## src/rtl/post_proc_sequencer.sv

```systemverilog
// Frame sequencer for the post-processing reduction pipeline: gates conv vectors into the
// fixed-latency pipeline and buffers its results in a credit-protected output FIFO.
module post_proc_sequencer #(
  parameter int FEATURE_WIDTH = 16,
  parameter int OUT_ROWS      = 24,
  parameter int OUT_COLS      = 24,
  parameter int PP_LATENCY    = 4,
  parameter int FIFO_DEPTH    = 8
) (
  input  logic                     clk,
  input  logic                     rst_n,
  input  logic                     start,
  output logic                     busy,
  output logic                     frame_done,
  input  logic                     in_valid,
  output logic                     in_ready,
  output logic                     pp_features_valid,
  input  logic [FEATURE_WIDTH-1:0] pp_feature_out,
  output logic                     out_valid,
  input  logic                     out_ready,
  output logic [FEATURE_WIDTH-1:0] out_data,
  output logic                     out_last,
  output logic [1:0]               dbg_state
);

  localparam int TOTAL = OUT_ROWS * OUT_COLS;
  localparam int CW    = $clog2(TOTAL + 1);
  localparam int PW    = (FIFO_DEPTH > 1) ? $clog2(FIFO_DEPTH) : 1;
  localparam int NW    = $clog2(FIFO_DEPTH + 1);
  localparam int IW    = $clog2(PP_LATENCY + 1);

  typedef enum logic [1:0] {
    S_IDLE  = 2'd0,
    S_RUN   = 2'd1,
    S_DRAIN = 2'd2,
    S_DONE  = 2'd3
  } state_e;

  state_e                   state_q, state_d;
  logic [CW-1:0]            acc_cnt_q, acc_cnt_d;
  logic [PP_LATENCY-1:0]    vsr_q, vsr_d;
  logic [PP_LATENCY-1:0]    lsr_q, lsr_d;
  logic [PW-1:0]            wr_ptr_q, wr_ptr_d;
  logic [PW-1:0]            rd_ptr_q, rd_ptr_d;
  logic [NW-1:0]            cnt_q, cnt_d;
  logic [FEATURE_WIDTH-1:0] mem_data_q [FIFO_DEPTH];
  logic                     mem_last_q [FIFO_DEPTH];

  logic [IW-1:0] inflight;
  logic          credit_ok;
  logic          accept;
  logic          last_tag;
  logic          push;
  logic          pop;
  logic          start_frame;

  // Handshakes: a transfer happens on a clk edge where valid && ready are both high. in_ready
  // never looks at in_valid; out_valid never looks at out_ready.
  always_comb begin
    inflight = '0;
    for (int i = 0; i < PP_LATENCY; i++) begin
      inflight = inflight + IW'(vsr_q[i]);
    end
  end

  // Every accepted vector is already owed a FIFO slot, so the un-stallable pipeline can never overrun.
  assign credit_ok = (32'(cnt_q) + 32'(inflight)) < 32'(FIFO_DEPTH);
  assign in_ready  = (state_q == S_RUN) && credit_ok && (acc_cnt_q < CW'(TOTAL));
  assign accept    = in_valid && in_ready;
  assign pp_features_valid = accept;

  assign last_tag    = accept && (acc_cnt_q == CW'(TOTAL - 1));
  assign push        = vsr_q[PP_LATENCY-1];
  assign pop         = out_valid && out_ready;
  assign start_frame = (state_q == S_IDLE) && start;

  always_comb begin
    state_d = state_q;
    case (state_q)
      S_IDLE:  if (start) state_d = S_RUN;
      S_RUN:   if (acc_cnt_q == CW'(TOTAL)) state_d = S_DRAIN;
      S_DRAIN: if ((vsr_q == '0) && (cnt_q == '0)) state_d = S_DONE;
      S_DONE:  state_d = S_IDLE;
      default: state_d = S_IDLE;
    endcase
  end

  always_comb begin
    acc_cnt_d = acc_cnt_q;
    if (start_frame) begin
      acc_cnt_d = '0;
    end else if (accept) begin
      acc_cnt_d = acc_cnt_q + CW'(1);
    end
  end

  // Validity and the last-feature tag ride alongside the pipeline's own stages.
  assign vsr_d = (vsr_q << 1) | PP_LATENCY'(accept);
  assign lsr_d = (lsr_q << 1) | PP_LATENCY'(last_tag);

  always_comb begin
    wr_ptr_d = wr_ptr_q;
    rd_ptr_d = rd_ptr_q;
    cnt_d    = cnt_q;
    if (push) begin
      wr_ptr_d = (wr_ptr_q == PW'(FIFO_DEPTH - 1)) ? '0 : wr_ptr_q + PW'(1);
    end
    if (pop) begin
      rd_ptr_d = (rd_ptr_q == PW'(FIFO_DEPTH - 1)) ? '0 : rd_ptr_q + PW'(1);
    end
    case ({push, pop})
      2'b10:   cnt_d = cnt_q + NW'(1);
      2'b01:   cnt_d = cnt_q - NW'(1);
      default: cnt_d = cnt_q;
    endcase
  end

  always_ff @(posedge clk or negedge rst_n) begin
    if (!rst_n) begin
      state_q   <= S_IDLE;
      acc_cnt_q <= '0;
      vsr_q     <= '0;
      lsr_q     <= '0;
      wr_ptr_q  <= '0;
      rd_ptr_q  <= '0;
      cnt_q     <= '0;
    end else begin
      state_q   <= state_d;
      acc_cnt_q <= acc_cnt_d;
      vsr_q     <= vsr_d;
      lsr_q     <= lsr_d;
      wr_ptr_q  <= wr_ptr_d;
      rd_ptr_q  <= rd_ptr_d;
      cnt_q     <= cnt_d;
    end
  end

  // Storage needs no reset: out_data is masked while the FIFO is empty.
  always_ff @(posedge clk) begin
    if (push) begin
      mem_data_q[wr_ptr_q] <= pp_feature_out;
      mem_last_q[wr_ptr_q] <= lsr_q[PP_LATENCY-1];
    end
  end

  assign out_valid  = (cnt_q != '0);
  assign out_data   = out_valid ? mem_data_q[rd_ptr_q] : '0;
  assign out_last   = out_valid && mem_last_q[rd_ptr_q];
  assign busy       = (state_q == S_RUN) || (state_q == S_DRAIN);
  assign frame_done = (state_q == S_DONE);
  assign dbg_state  = state_q;

endmodule

```

## config.mk

```make
export PLATFORM = sky130hd
export DESIGN_NAME = post_proc_sequencer
export DESIGN_NICKNAME = d
export VERILOG_FILES = /design/src/rtl/post_proc_sequencer.sv
export SDC_FILE = /design/constraint.sdc
export NUM_CORES = 1
export LEC_CHECK = 0
export CORE_MARGIN = 1
export CORE_UTILIZATION = 30
export CTS_CLUSTER_DIAMETER = 80
export DETAILED_ROUTE_END_ITERATION = 8
export MAX_ROUTING_LAYER = met4
export SYNTH_ARGS = -nofsm -noshare
export SYNTH_HDL_FRONTEND = slang
export SYNTH_SLANG_ARGS = --single-unit
```

## constraint.sdc

```tcl
create_clock -name clk -period 2.3 [get_ports clk]
set_input_delay 0.23 -clock clk [delete_from_list [all_inputs] [get_ports clk]]
set_output_delay 0.23 -clock clk [all_outputs]
set_load 0.02 [all_outputs]
```

**After elaboration in Yosys (flattened, before gate mapping)**

Memories as Yosys holds them, arrays and structs flattened.
Index checks and enable logic that the tools add are counted.

- Add/sub/neg operators: 9
- $lt $le $gt $ge: 2
- Equal/unequal tests: 12
- Mux-type cells: 12
- Bitwise operators: 2
- Reduce and logical (&&, ||, !) cells: 16

Operators with widths:

| operator | count |
|---|---|
| equality test 10 bit (second input constant) | 2 |
| two-way mux 10 bit | 2 |
| two-way mux 16 bit | 1 |
| adder 10 x 1 -> 10 bit (second input constant) | 1 |
| < comparator 10 bit (second input constant) | 1 |
| logical AND 1 bit | 8 |
| logical NOT 4 bit | 2 |
| bitwise OR 4 x 1 -> 4 bit | 2 |
| case mux 2 bit (4 select lines) | 1 |
| case mux 4 bit (2 select lines) | 1 |
| adder 3 x 1 -> 3 bit (second input constant) | 2 |
| equality test 2 bit (second input constant) | 3 |
| equality test 3 bit (second input constant) | 2 |
| two-way mux 2 bit | 3 |
| two-way mux 3 bit | 2 |
| != test 2 bit (second input constant) | 3 |
| adder 4 x 3 -> 5 bit | 1 |
| < comparator 5 x 4 -> 1 bit (second input constant) | 1 |
| adder 4 x 1 -> 4 bit (second input constant) | 1 |
| equality test 2 x 1 -> 1 bit (second input constant) | 2 |
| nonzero test 2 bit | 2 |
| nonzero test 4 bit | 1 |
| subtractor 4 x 1 -> 4 bit (second input constant) | 1 |
| adder 2 x 1 -> 3 bit | 1 |
| 6 further kinds | 7 |

- Bits in registers: 30
- RAM bits: 136
- Input bits: 21
- Output and inout bits: 24
- Word-level logic and storage cells: 62
- Memories kept: 2

Memory list:

| name | depth | width | rd ports | clocked after memory_dff | wr ports | line | RTL |
|---|---|---|---|---|---|---|---|
| mem_data_q | 8 | 16 | 1 | 0 | 1 | 46 | `logic [FEATURE_WIDTH-1:0] mem_data_q [FIFO_DEPTH];` |
| mem_last_q | 8 | 1 | 1 | 0 | 1 | 47 | `logic mem_last_q [FIFO_DEPTH];` |

**Depth between registers and ports, before layout**

- Depth in word-level cells: 10
- Mapped depth: 10

**Least setup slack after synthesis**

OpenSTA, ideal clock, no wires.

- Path type: reg2reg
- Start: register cnt_q[0]
- End: register cnt_q[3]
- Arrival: 2.394 ns
- Data required time: 2.220 ns
- Path slack: -0.174 ns
- Stages on the path, launching flop included: 11
- Buffers on the path: 0
- Clock period less this slack: 2.474 ns
- Cell sequence: dfrtp_1 > nor4_4 > inv_2 > nand2_1 > inv_1 > ha_1 > ha_1 > a21o_1 > a21oi_1 > mux2i_1 > xnor2_1

- Word-level cells in the longest chain between the ends: 4

Ends and longest elaborated chain:

| element | line | RTL |
|---|---|---|
| from (decl) | 45 | `logic [NW-1:0] cnt_q, cnt_d;` |
| from (signal assigned) | 134 | `cnt_q <= cnt_d;` |
| nonzero test 4 bit * | 146 | `assign out_valid = (cnt_q != '0);` |
| net out_valid | 19 | `output logic out_valid,` |
| logical AND 1 bit * | 74 | `assign pop = out_valid && out_ready;` |
| equality test 2 x 1 -> 1 bit / equality test 2 bit (equally long branches) | 111 | `case ({push, pop})` |
| case mux 4 bit (2 select lines) / nonzero test 2 bit (equally long branches) | - |  |

Mark *: on every way through the listed nets, which the timed path passes. The rest lies on a longest branch.
A chain may end at the register's enable or synchronous reset.

**Final worst setup path**

- Start: register vsr_q[1]
- End: output pp_features_valid

- Word-level cells in the longest chain between the ends: 8

Ends and longest elaborated chain:

| element | line | RTL |
|---|---|---|
| from (decl) | 41 | `logic [PP_LATENCY-1:0] vsr_q, vsr_d;` |
| from (signal assigned) | 130 | `vsr_q <= vsr_d;` |
| adder 1 x 1 -> 2 bit | 62 | `inflight = inflight + IW'(vsr_q[i]);` |
| adder 2 x 1 -> 3 bit | 62 |  |
| adder 3 x 1 -> 3 bit | 62 |  |
| adder 4 x 3 -> 5 bit | 67 | `assign credit_ok = (32'(cnt_q) + 32'(inflight)) < 32'(FIFO_DEPTH);` |
| < comparator 5 x 4 -> 1 bit | 67 |  |
| logical AND 1 bit (2 in series) | 68 | `assign in_ready = (state_q == S_RUN) && credit_ok && (acc_cnt_q < CW'(TOTAL));` |
| logical AND 1 bit | 69 | `assign accept = in_valid && in_ready;` |
| to (decl) | 17 | `output logic pp_features_valid,` |

No other way between the ends.

==> flow_summary_export.csv <==
group,metric,value,unit
sta,slew_headroom,0.656,
synth,synth_commonest_cells,"edfxtp_1, mux4_2, dfrtp_1",
power,power_density,1270,nW/um^2
synth,yosysWarningCount,0,
synth,yosysMostFrequentCell,"edfxtp_1",
die,die_height,153,microns
sta,fin_ws,-0.242,ns
sta,slew_viol_final,0,
critical_path,cp.required,2.07,ns
cells_and_area,antennaDiodeCount,0,
min_path,hold_class,"in -> async",
power,p_comb_frac,0.379,
sta,period_minus_slack,2.54,ns
synth,synth_edf_count,136,
synth,ys_types,43,
synth,syn_area,6850,sq um
global_routing,grt_start_max_net_pins,31,
clock_tree,numCtsBuffers,17,
critical_path,crit_slowest_cell,"fa_1",
clock_tree,cts_buffer_depth,2,
global_routing,grt_overflow_total,0,
clock_tree,htreeDepth,4,
synth,yosysTopAreaCell,"edfxtp_1",
die,core.rowCount,54,
critical_path,worstPathArrival,2.31,ns
synth,seq_area_frac_synth,0.706,
route,ant_nets,0,
synth,syn_inst,385,
route,vias,3669,
run,max-cap-violations,0,
synth,synthTopCellsByArea,"edfxtp_1, mux4_2, dfrtp_1, ha_1, mux2i_1",
die,coreArea,22100,sq um
die,io-pin-count,45,
critical_path,path_cells,"fa_1, ha_4, a211oi_4, o21ai_2, nor2_1, buf_4",
synth,yosysTopAreaCellShare,0.596,
outcome,status,"finished with violations",
synth,ys.flop_type,"edfxtp_1",
die,start_util,0.310,
global_routing,grt_pass1_wl,21100,microns
clock_tree,clock_sinks,166,
route,first_pass_iters,5,
die,dieWidth,153,microns
route,drc,0,
critical_path,slowest_delay,0.59,ns
sta,timing.final.crit_share,1.11,
sta,finalHoldViolCount,0,
clock_tree,path_clk_slew,0.07,ns
synth,syn_avg_cell_area,17.8,sq um
placement,place.gp.congestion,0.804,
route,first_iter_violations,163,
die,die_area,23400,sq um
cells_and_area,layout-drive-gt1-share,0.346,
cells_and_area,finalCoreUtilization,0.394,
placement,io_buffers,44,
critical_path,critPathCaptureType,"primary output",
power,clockPowerShare,0.257,
route,vias_per_cell,4.75,
sta,tightest_slew,0.509,ns
route,wirelength,13700,microns
clock_tree,cts-root-buf,"clkbuf_16",
clock_tree,cts_tree,"built",
placement,place.detailed.hpwl,8360,microns
synth,syn_nets,425,
placement,place_ws,-0.294,ns
power,ir_drop,704,uV
cells_and_area,areaGrowthSynthToFinish,27.2,%
global_routing,first_global_vias,3833,
power,switchingPower,3670,uW
power,p_leak,0.00312,uW
synth,synth-seq-cells,166,
route,post_drt_wl_per_cell,17.7,microns
critical_path,crit_type,"reg -> out",
clock_tree,clkLatencyLatePin,0.42,ns
global_routing,grt_use_total,0.126,
global_routing,antenna_found_initial,0,
sta,fin_skew,0.00824,ns
synth,async_flop_share,0.181,
power,swShare,0.332,
clock_tree,cts_hold_buf,0,
power,p_int,7370,uW
sta,setup_viol,8,
critical_path,cp_max_fo,3,
cells_and_area,final_nets,519,
outcome,violations,"negative setup slack",
sta,fmaxAchievable,393,MHz
critical_path,cp-start-kind,"flop",
power,p_seq_frac,0.363,
sta,rsz0062_at_grt,"yes",
-- state kept, by name, summed over array words and instances (netlist names) --
name	flops
mem_data_q	128
acc_cnt_q	10
mem_last_q	8
cnt_q	4
lsr_q	4
vsr_q	4
rd_ptr_q	3
wr_ptr_q	3
dbg_state	2
-- routing by layer --
layer  share of wire  up-vias  GRT usage
met4          0.0062        0     0.0342
li1                -     1693          -
met1            0.45     1910      0.152
met2            0.51       58      0.203
met3           0.032        8     0.0383
met5               0        -          -
-- layout make-up --
class,count,area [sq um]
Fill cell,1981,13400
Sequential cell,166,4840
Multi-Input combinational cell,188,2080
Timing Repair Buffer,89,776
Clock buffer,18,429
Tap cell,280,350
Clock inverter,14,169
Inverter,17,63.8
-- worst max-delay path, delay by kind of cell, from the launching register on --
family	cells	cell delay, ns
compound gates	2	0.35
fa+ha+maj	2	0.81
flops	1	0.40
buf+inv	1	0.17
simple gates	1	0.16
-- power by group through the flow --
stage,logic (uW),clock network (uW),registers [uW]
2_1_floorplan,2500,0,3950
3_3_place_gp,3920,0,4040
3_5_place_dp,4000,0,4060
4_1_cts,4040,2910,3990
5_1_grt,4530,3030,4060
6_report,4190,2840,4010
-- through the flow --
stage | power (uW) | hold WS (ns) | instances | instance area (sq um) | TNS [ns]
global route | 11600 | 0.212 | 772 | 8710 | -2.57
global placement | 7960 | 0.338 | 726 | 7880 | -1.07
detailed placement | 8060 | 0.339 | 726 | 7880 | -1.46
floorplan | 6450 | -0.0656 | 385 | 6860 | -0.0852
CTS | 10900 | 0.199 | 768 | 8550 | -1.39
finish | 11000 | 0.198 | 772 | 8710 | -1.29
-- path summary, 6_finish.rpt --
check,start,to,slack [ns],cells past startpoint
max reg2reg,vsr_q[1],acc_cnt_q[9],-0.23,8
max in group asynchronous,rst_n,rd_ptr_q[0],1.77,2
min reg2reg,lsr_q[1],lsr_q[2],0.35,0
min in group clk,lsr_q[1],lsr_q[2],0.35,0
min,rst_n,acc_cnt_q[8],0.20,2
max,vsr_q[1],pp_features_valid,-0.24,6
-- logic make-up (layout without fill, tap and decap cells) --
kind of cell / Yosys count / in the layout / share of synthesized area
buffers and inverters: 31 / 138 / 0.0181
AO/OA/AOI/OAI: 30 / 30 / 0.0294
multiplexers: 59 / 59 / 0.149
AND/OR/NAND/NOR: 77 / 77 / 0.0566
XOR/XNOR: 3 / 3 / 0.00384
flip-flops: 166 / 166 / 0.706
adder cells (fa/ha/maj): 19 / 19 / 0.0369
-- cell usage in the layout (no fill, tap or decap), drive strengths merged, types with 2 or more instances in the layout --
cell           count
nand3              9
clkinvlp           4
mux2i             21
nand2b             5
bufinv             2
o31ai              4
or4                4
and2               3
nor2              28
clkinv             3
a21o               2
mux4              34
buf               62
o21ai              8
or3                3
ha                17
clkbuf            20
nand2             13
inv               22
xnor2              2
dfrtp             30
edfxtp           136
mux2               4
nor3               3
fa                 2
nor4               4
o41ai              2
clkdlybuf4s50     25
a21oi              8
-- repair_timing --
item / CTS / global route
resized for setup: 96 / 26
endpoints found under the setup margin: 27 / 25
buffers inserted: 11 / 6
pin swaps: 14 / 8
gates cloned: 1 / 1
(Power assumes the default switching activity.)
